===== config.mk =====
export PLATFORM = sky130hd
export DESIGN_NAME = register_file_flat
export DESIGN_NICKNAME = d
export VERILOG_FILES = /design/src/rtl/register_file_pkg.sv /design/src/rtl/register_file_if.sv /design/src/rtl/register_file_rf_read_port.sv /design/src/rtl/register_file.sv /design/src/flat_wrapper.sv
export SDC_FILE = /design/constraint.sdc
export NUM_CORES = 2
export LEC_CHECK = 0
export ABC_AREA = 1
export BUFFER_PORTS_ARGS = -buffer_cell sky130_fd_sc_hd__buf_2
export CORE_UTILIZATION = 30
export DETAILED_ROUTE_END_ITERATION = 8
export PLACE_DENSITY = 0.47
export SLEW_MARGIN = 0
export SYNTH_ARGS = -nofsm -noshare
export SYNTH_HDL_FRONTEND = slang
export SYNTH_SLANG_ARGS = --single-unit

===== constraint.sdc =====
create_clock -name Sys_clk -period 2.1 [get_ports Sys_clk]
set_clock_uncertainty 0.15 [all_clocks]
set_input_delay 0.105 -clock Sys_clk [delete_from_list [all_inputs] [get_ports Sys_clk]]
set_output_delay 0.105 -clock Sys_clk [all_outputs]
set_load 0.02 [all_outputs]

===== src/rtl/register_file_pkg.sv =====
// =============================================================================
//  Module      : register_file_pkg
//  Description : Shared widths and sentinel encodings for the register file,
//                dispatcher and reorder buffer.
//  Revision    : 1.0
// =============================================================================
`default_nettype none

package register_file_pkg;
   localparam int REG_WIDTH    = 5;
   localparam int EX_REG_WIDTH = 6;
   localparam int RoB_WIDTH    = 8;
   localparam int EX_RoB_WIDTH = 9;
   localparam int REG_NUM      = 32;

   localparam logic [EX_REG_WIDTH-1:0] NON_REG = 6'b100000;
   localparam logic [EX_RoB_WIDTH-1:0] NON_DEP = 9'b100000000;

   // x0 and any index with the "no register" bit set are never real operands
   function automatic logic is_arch_reg(input logic [EX_REG_WIDTH-1:0] r);
      return (r[EX_REG_WIDTH-1] == 1'b0) && (r[REG_WIDTH-1:0] != '0);
   endfunction
endpackage

`default_nettype wire


===== src/rtl/register_file_if.sv =====
// =============================================================================
//  Module      : register_file_if
//  Description : Commit, dispatch-read and rename signals around the register file.
//  Revision    : 1.0
// =============================================================================
`default_nettype none

interface register_file_if;
   import register_file_pkg::*;

   logic                    Sys_rdy;
   logic                    RoBRF_pre_judge;
   logic                    RoBRF_en;
   logic [RoB_WIDTH-1:0]    RoBRF_RoB_index;
   logic [EX_REG_WIDTH-1:0] RoBRF_rd;
   logic [31:0]             RoBRF_value;
   logic [EX_REG_WIDTH-1:0] DPRF_rs1;
   logic [EX_REG_WIDTH-1:0] DPRF_rs2;
   logic                    DPRF_en;
   logic [EX_REG_WIDTH-1:0] DPRF_rd;
   logic [RoB_WIDTH-1:0]    DPRF_RoB_index;
   logic [31:0]             RFDP_Vj;
   logic [31:0]             RFDP_Vk;
   logic [EX_RoB_WIDTH-1:0] RFDP_Qj;
   logic [EX_RoB_WIDTH-1:0] RFDP_Qk;

   modport master (
      output Sys_rdy, RoBRF_pre_judge, RoBRF_en, RoBRF_RoB_index, RoBRF_rd, RoBRF_value,
      output DPRF_rs1, DPRF_rs2, DPRF_en, DPRF_rd, DPRF_RoB_index,
      input  RFDP_Vj, RFDP_Vk, RFDP_Qj, RFDP_Qk
   );

   modport slave (
      input  Sys_rdy, RoBRF_pre_judge, RoBRF_en, RoBRF_RoB_index, RoBRF_rd, RoBRF_value,
      input  DPRF_rs1, DPRF_rs2, DPRF_en, DPRF_rd, DPRF_RoB_index,
      output RFDP_Vj, RFDP_Vk, RFDP_Qj, RFDP_Qk
   );
endinterface

`default_nettype wire


===== src/rtl/register_file_rf_read_port.sv =====
// =============================================================================
//  Module      : rf_read_port
//  Description : Combinational operand read with same-cycle commit bypass.
//  Revision    : 1.0
// =============================================================================
`default_nettype none

module rf_read_port
   import register_file_pkg::*;
(
   input  wire logic [EX_REG_WIDTH-1:0]              rs,
   input  wire logic [REG_NUM-1:0][31:0]             values,
   input  wire logic [REG_NUM-1:0][EX_RoB_WIDTH-1:0] tags,
   input  wire logic                                 commit_en,
   input  wire logic [EX_REG_WIDTH-1:0]              commit_rd,
   input  wire logic [RoB_WIDTH-1:0]                 commit_rob,
   input  wire logic [31:0]                          commit_value,
   output logic      [31:0]                          v,
   output logic      [EX_RoB_WIDTH-1:0]              q
);
   logic [REG_WIDTH-1:0] w_idx;

   assign w_idx = rs[REG_WIDTH-1:0];

   always_comb begin
      v = '0;
      q = NON_DEP;
      if (is_arch_reg(rs)) begin
         // Only the commit that owns the current rename may forward its value
         if (commit_en && (commit_rd == rs) && (tags[w_idx] == {1'b0, commit_rob})) begin
            v = commit_value;
            q = NON_DEP;
         end else begin
            v = values[w_idx];
            q = tags[w_idx];
         end
      end
   end
endmodule

`default_nettype wire


===== src/rtl/register_file.sv =====
// =============================================================================
//  Module      : register_file
//  Description : Architectural register file with rename tags, commit bypass and
//                misprediction flush. Optional trace: define REGFILE_TRACE_EN.
//  Revision    : 1.0
// =============================================================================
`default_nettype none

module register_file
   import register_file_pkg::*;
(
   input  wire logic        Sys_clk,
   input  wire logic        Sys_rst_n,
   register_file_if.slave   bus
);
   logic [REG_NUM-1:0][31:0]             r_values;
   logic [REG_NUM-1:0][EX_RoB_WIDTH-1:0] r_tags;

   logic                    w_commit_ok;
   logic                    w_rename_ok;
   logic [REG_WIDTH-1:0]    w_c_idx;
   logic [REG_WIDTH-1:0]    w_d_idx;
   logic [EX_RoB_WIDTH-1:0] w_commit_tag;
   logic [EX_RoB_WIDTH-1:0] w_rename_tag;
   logic [31:0]             w_vj;
   logic [31:0]             w_vk;
   logic [EX_RoB_WIDTH-1:0] w_qj;
   logic [EX_RoB_WIDTH-1:0] w_qk;

   assign w_commit_ok  = bus.RoBRF_en && is_arch_reg(bus.RoBRF_rd);
   assign w_rename_ok  = bus.DPRF_en && bus.RoBRF_pre_judge && is_arch_reg(bus.DPRF_rd);
   assign w_c_idx      = bus.RoBRF_rd[REG_WIDTH-1:0];
   assign w_d_idx      = bus.DPRF_rd[REG_WIDTH-1:0];
   assign w_commit_tag = {1'b0, bus.RoBRF_RoB_index};
   assign w_rename_tag = {1'b0, bus.DPRF_RoB_index};

   always_ff @(posedge Sys_clk or negedge Sys_rst_n) begin
      if (!Sys_rst_n) begin
         for (int i = 0; i < REG_NUM; i++) begin
            r_values[i] <= '0;
            r_tags[i]   <= NON_DEP;
         end
      end else if (bus.Sys_rdy) begin
         if (w_commit_ok) begin
            r_values[w_c_idx] <= bus.RoBRF_value;
         end
         if (!bus.RoBRF_pre_judge) begin
            for (int i = 0; i < REG_NUM; i++) begin
               r_tags[i] <= NON_DEP;
            end
         end else begin
            // A same-cycle rename of the committing register keeps the newer tag
            if (w_commit_ok && (r_tags[w_c_idx] == w_commit_tag) &&
                !(w_rename_ok && (w_d_idx == w_c_idx))) begin
               r_tags[w_c_idx] <= NON_DEP;
            end
            if (w_rename_ok) begin
               r_tags[w_d_idx] <= w_rename_tag;
            end
         end
      end
   end

   rf_read_port u_read_rs1 (
      .rs           (bus.DPRF_rs1),
      .values       (r_values),
      .tags         (r_tags),
      .commit_en    (bus.RoBRF_en),
      .commit_rd    (bus.RoBRF_rd),
      .commit_rob   (bus.RoBRF_RoB_index),
      .commit_value (bus.RoBRF_value),
      .v            (w_vj),
      .q            (w_qj)
   );

   rf_read_port u_read_rs2 (
      .rs           (bus.DPRF_rs2),
      .values       (r_values),
      .tags         (r_tags),
      .commit_en    (bus.RoBRF_en),
      .commit_rd    (bus.RoBRF_rd),
      .commit_rob   (bus.RoBRF_RoB_index),
      .commit_value (bus.RoBRF_value),
      .v            (w_vk),
      .q            (w_qk)
   );

   assign bus.RFDP_Vj = w_vj;
   assign bus.RFDP_Vk = w_vk;
   assign bus.RFDP_Qj = w_qj;
   assign bus.RFDP_Qk = w_qk;

`ifdef REGFILE_TRACE_EN
   always @(posedge Sys_clk) begin
      if (Sys_rst_n && bus.Sys_rdy) begin
         if (w_commit_ok) begin
            $display("rf x%0d <= %h (rob %0d)", w_c_idx, bus.RoBRF_value, bus.RoBRF_RoB_index);
         end
         if (w_rename_ok) begin
            assert (w_rename_tag[EX_RoB_WIDTH-1] == 1'b0)
               else $error("rename tag has no-dependency bit set");
         end
      end
   end
`endif
endmodule

`default_nettype wire


===== src/flat_wrapper.sv =====
// flat-port wrapper written by rule: the top's interface ports become plain ports
module register_file_flat import register_file_pkg::*;
  (Sys_clk, Sys_rst_n, bus_Sys_rdy, bus_RoBRF_pre_judge, bus_RoBRF_en, bus_RoBRF_RoB_index, bus_RoBRF_rd, bus_RoBRF_value, bus_DPRF_rs1, bus_DPRF_rs2, bus_DPRF_en, bus_DPRF_rd, bus_DPRF_RoB_index, bus_RFDP_Vj, bus_RFDP_Vk, bus_RFDP_Qj, bus_RFDP_Qk);
  register_file_if bus_i ();
  input  wire logic Sys_clk;
  input  wire logic Sys_rst_n;
  input wire logic [$bits(bus_i.Sys_rdy)-1:0] bus_Sys_rdy;
  input wire logic [$bits(bus_i.RoBRF_pre_judge)-1:0] bus_RoBRF_pre_judge;
  input wire logic [$bits(bus_i.RoBRF_en)-1:0] bus_RoBRF_en;
  input wire logic [$bits(bus_i.RoBRF_RoB_index)-1:0] bus_RoBRF_RoB_index;
  input wire logic [$bits(bus_i.RoBRF_rd)-1:0] bus_RoBRF_rd;
  input wire logic [$bits(bus_i.RoBRF_value)-1:0] bus_RoBRF_value;
  input wire logic [$bits(bus_i.DPRF_rs1)-1:0] bus_DPRF_rs1;
  input wire logic [$bits(bus_i.DPRF_rs2)-1:0] bus_DPRF_rs2;
  input wire logic [$bits(bus_i.DPRF_en)-1:0] bus_DPRF_en;
  input wire logic [$bits(bus_i.DPRF_rd)-1:0] bus_DPRF_rd;
  input wire logic [$bits(bus_i.DPRF_RoB_index)-1:0] bus_DPRF_RoB_index;
  output wire logic [$bits(bus_i.RFDP_Vj)-1:0] bus_RFDP_Vj;
  output wire logic [$bits(bus_i.RFDP_Vk)-1:0] bus_RFDP_Vk;
  output wire logic [$bits(bus_i.RFDP_Qj)-1:0] bus_RFDP_Qj;
  output wire logic [$bits(bus_i.RFDP_Qk)-1:0] bus_RFDP_Qk;
  assign bus_i.Sys_rdy = bus_Sys_rdy;
  assign bus_i.RoBRF_pre_judge = bus_RoBRF_pre_judge;
  assign bus_i.RoBRF_en = bus_RoBRF_en;
  assign bus_i.RoBRF_RoB_index = bus_RoBRF_RoB_index;
  assign bus_i.RoBRF_rd = bus_RoBRF_rd;
  assign bus_i.RoBRF_value = bus_RoBRF_value;
  assign bus_i.DPRF_rs1 = bus_DPRF_rs1;
  assign bus_i.DPRF_rs2 = bus_DPRF_rs2;
  assign bus_i.DPRF_en = bus_DPRF_en;
  assign bus_i.DPRF_rd = bus_DPRF_rd;
  assign bus_i.DPRF_RoB_index = bus_DPRF_RoB_index;
  assign bus_RFDP_Vj = bus_i.RFDP_Vj;
  assign bus_RFDP_Vk = bus_i.RFDP_Vk;
  assign bus_RFDP_Qj = bus_i.RFDP_Qj;
  assign bus_RFDP_Qk = bus_i.RFDP_Qk;
  register_file u_core (.Sys_clk(Sys_clk), .Sys_rst_n(Sys_rst_n), .bus(bus_i));
endmodule

==> run metrics <==
routed vias/inst=5.43; delay of the slowest critical-path stage=0.39 ns; dpl cells=16659; GRT overflow=0; total CTS buffers=174; fin. max-slew vios=1; met2 WL=184000 um; worst-path cell chain=inv_2 > buf_4 > a21oi_1 > o21ai_1 > nand3_2 > nand3_2 > nand3_2 > nand2_2 > nand2_2 > nand2_2 > nand3_4 > nor2_4 > buf_12 > buf_4 > nand3_4 > buf_12 > buf_12 > nand2_2 > inv_2 > nor2_4 > buf_6; CP top delay family=simple AND/OR/NAND/NOR gates; WP buf/inv=8; post-synthesis sequential area ratio=39.6%; Die H=528 um; Avg Cell Area, Syn=6.75 sq um; gr usage total=29.8%; vias in the first global route=87062; RSZ-0062 raised after global routing=yes; WP data required=1.85 ns; cells after synthesis=12295; remaining antenna violation count after routing=0; DRC violations left=0; multi-input logic area=44000 sq um; outcome=finished, violations left; sink of the worst hold path=u_core.r_tags[71]$_DFFE_PN1P_; Sink Count=1312; nets=13352; Reg2Reg Capture Point=u_core.r_tags[213]$_DFFE_PN0P_; Fin. Hold Viols=0; Layout area overhead=32.3%; Hold Path Class=primary input to flip-flop; row count=192; Setup-failing EPs final=361; Final Wtd Congestion=1.01; initial antenna violation count=11; first drt pass iteration count=6; Most common cell on crit path=nand2_2; Critical Path Start Type=flip-flop; largest net degree at the start of global routing=138; DR top layer=met5; Placement Setup Slack=-1.52 ns; number of max-cap violations=2; Reg2Reg Depth=19; slowest CP cell=dfrtp_1; first-pass GRT wire length=616000 um; YS warnings=0; Reg-to-Reg Start=u_core.r_tags[274]$_DFFE_PN0P_; most frequent cells in the layout=nand2_1, o21ai_0, a21oi_1; TNS Setup=-328.86 ns; min-delay src=bus_RoBRF_rd[1]; Tcrit/Tclk final=192%; metal3 WL=39400 um; Synth Flop Type=dfrtp_1; Die Area=279000 sq um; leak pwr=52.3 nW; core box area=274000 sq um; share of async-settable or async-resettable flops after synthesis=100%; Filler Cell Count=28260; IO Port Bufs=159; clk_lat worst skew=0.86 ns; PD cells=678 nW/um^2; Worst Setup End Kind=output pin; WL met1=186000 um; Crit Path Max Fanout=14; final cell count without fillers=17092; pin slew with the least headroom to its limit=1.49 ns; layout cells sized above 1=21.5%; die width=528 um; Register Area=32900 sq um; DRT iter0 DRCs=11639; IR drop worst, VDD=0.593 mV; fmax=248 MHz; H-tree levels=4; Final Worst Setup Slack=-1.93 ns; EDFF count, synth=0; Layout Utilization=40.0%; initial core utilization=30.3%; post-synthesis cell area=83000 sq um; hold depth=8; most common cell after layout, fill and taps aside=nand2_1; dpl hpwl=288000 um; Routed WL=427000 um; post-synthesis register bit count=1312; critical path type=flip-flop to output pin; crit path time final=4.03 ns; flop2flop setup slack=-0.79 ns; CTS max path bufs=4; TritonCTS clock tree=built; WP data arrival=3.78 ns; Distinct cells, synth=50; Relative slew margins=-0.0233%; DR vias=92773; Syn Nets=12373; DR WL/cell=25.0 um; failing checks=capacitance limit, slew limit, setup timing; Worst-path clk slew=0.06 ns; CTS Root Cell=clkbuf_16; Top Ports=160
-- Yosys cell counts, drive strengths merged (36+ instances only) --
master	count	area [sq um]
a21oi	1612	8180
mux2	100	1130
a211oi	41	308
o31ai	59	443
nor2	878	3340
o211ai	96	721
inv	1081	4060
dfrtp	1280	32000
nor3	41	358
buf	337	1820
clkbuf	719	2700
a31oi	38	238
o21ai	1819	9100
nand3	551	3160
a221oi	37	324
nand4	42	263
nand2	3341	12600
o21a	36	270
o221ai	54	473
-- tightest hold or removal path, cell delays in order --
cell and delay (ns):
buf_2 0.17, nand2_2 0.12, buf_4 0.21, nor2_1 0.10, nand3_4 0.15, nand2_1 0.07
nand2_1 0.07, a21oi_2 0.05
-- metal layers --
| metal | GRT usage, % | up-vias |
|---|---|---|
| met5 | 0 | - |
| met4 | 11.7 | 10 |
| met3 | 5.40 | 835 |
| met2 | 44.9 | 4621 |
| met1 | 41.9 | 45026 |
| li1 | - | 42281 |
-- state kept, by name, indices dropped and copies added (netlist names) --
| signal | cells |
|---|---|
| u_core.r_tags | 288 |
| u_core.r_values | 1024 |
-- worst max path at each step --
stage,start,endpoint,cells past startpoint,slack [ns]
4_1_cts,u_core.r_tags[200]$_DFFE_PN0P_,bus_RFDP_Vj[21],19,-1.82
5_1_grt,u_core.r_tags[157]$_DFFE_PN0P_,bus_RFDP_Vj[21],19,-1.98
6_report,u_core.r_tags[166]$_DFFE_PN0P_,bus_RFDP_Vj[7],21,-1.93
3_3_place_gp,bus_DPRF_rs1[3],bus_RFDP_Vj[27],14,-1.53
2_1_floorplan,bus_DPRF_rs1[0],bus_RFDP_Vj[2],19,-0.09
3_5_place_dp,bus_DPRF_rs1[0],bus_RFDP_Vj[29],13,-1.52
-- per-stage QoR --
step           total power, mW  hold WS (ns)  cell area (sq um)
5_1_grt                   77.3        0.0909             110000
3_5_place_dp              44.0        -0.151             100000
6_report                  74.4        0.0773             110000
4_1_cts                   74.5        0.0246             109000
2_1_floorplan             36.9        -0.341              83900
3_3_place_gp              43.7        -0.148             100000
-- layout make-up --
| class | count | share of cell area [%] |
|---|---|---|
| multi-input combinational | 8821 | 40.1 |
| sequential | 1312 | 30.0 |
| timing repair buffer | 1854 | 16.9 |
| clock buffer | 267 | 4.65 |
| tap | 3686 | 4.20 |
| inverter | 1111 | 3.87 |
| clock inverter | 35 | 0.325 |
| antenna | 6 | 0.0137 |
-- cell families (layout without fill, tap and decap cells) --
group | Yosys count | in the layout | synth area share [%]
compound gates | 3842 | 3842 | 24.7
xor+xnor | 9 | 9 | 0.0950
flops | 1312 | 1312 | 39.6
other cells | 0 | 6 | 0
buf+inv | 2167 | 3267 | 10.5
mux | 100 | 100 | 1.36
simple gates | 4865 | 4870 | 23.8
-- power by group --
part | leakage, nW | internal (mW) | switching, mW | total [mW]
combinational | 34.1 | 5.63 | 10.1 | 15.7
clock | 2.68 | 17.2 | 12.6 | 29.8
sequential | 15.6 | 27.7 | 1.23 | 29.0
-- repair_timing --
item	CTS	global route
endpoints found under the hold margin	2526	0
hold buffers	53	0
pin swaps	138	108
cloned	8	6
setup endpoints to repair	361	361
buffers inserted	46	27
gates resized for setup	559	245
No activity file was read; power rests on OpenSTA's default activity.
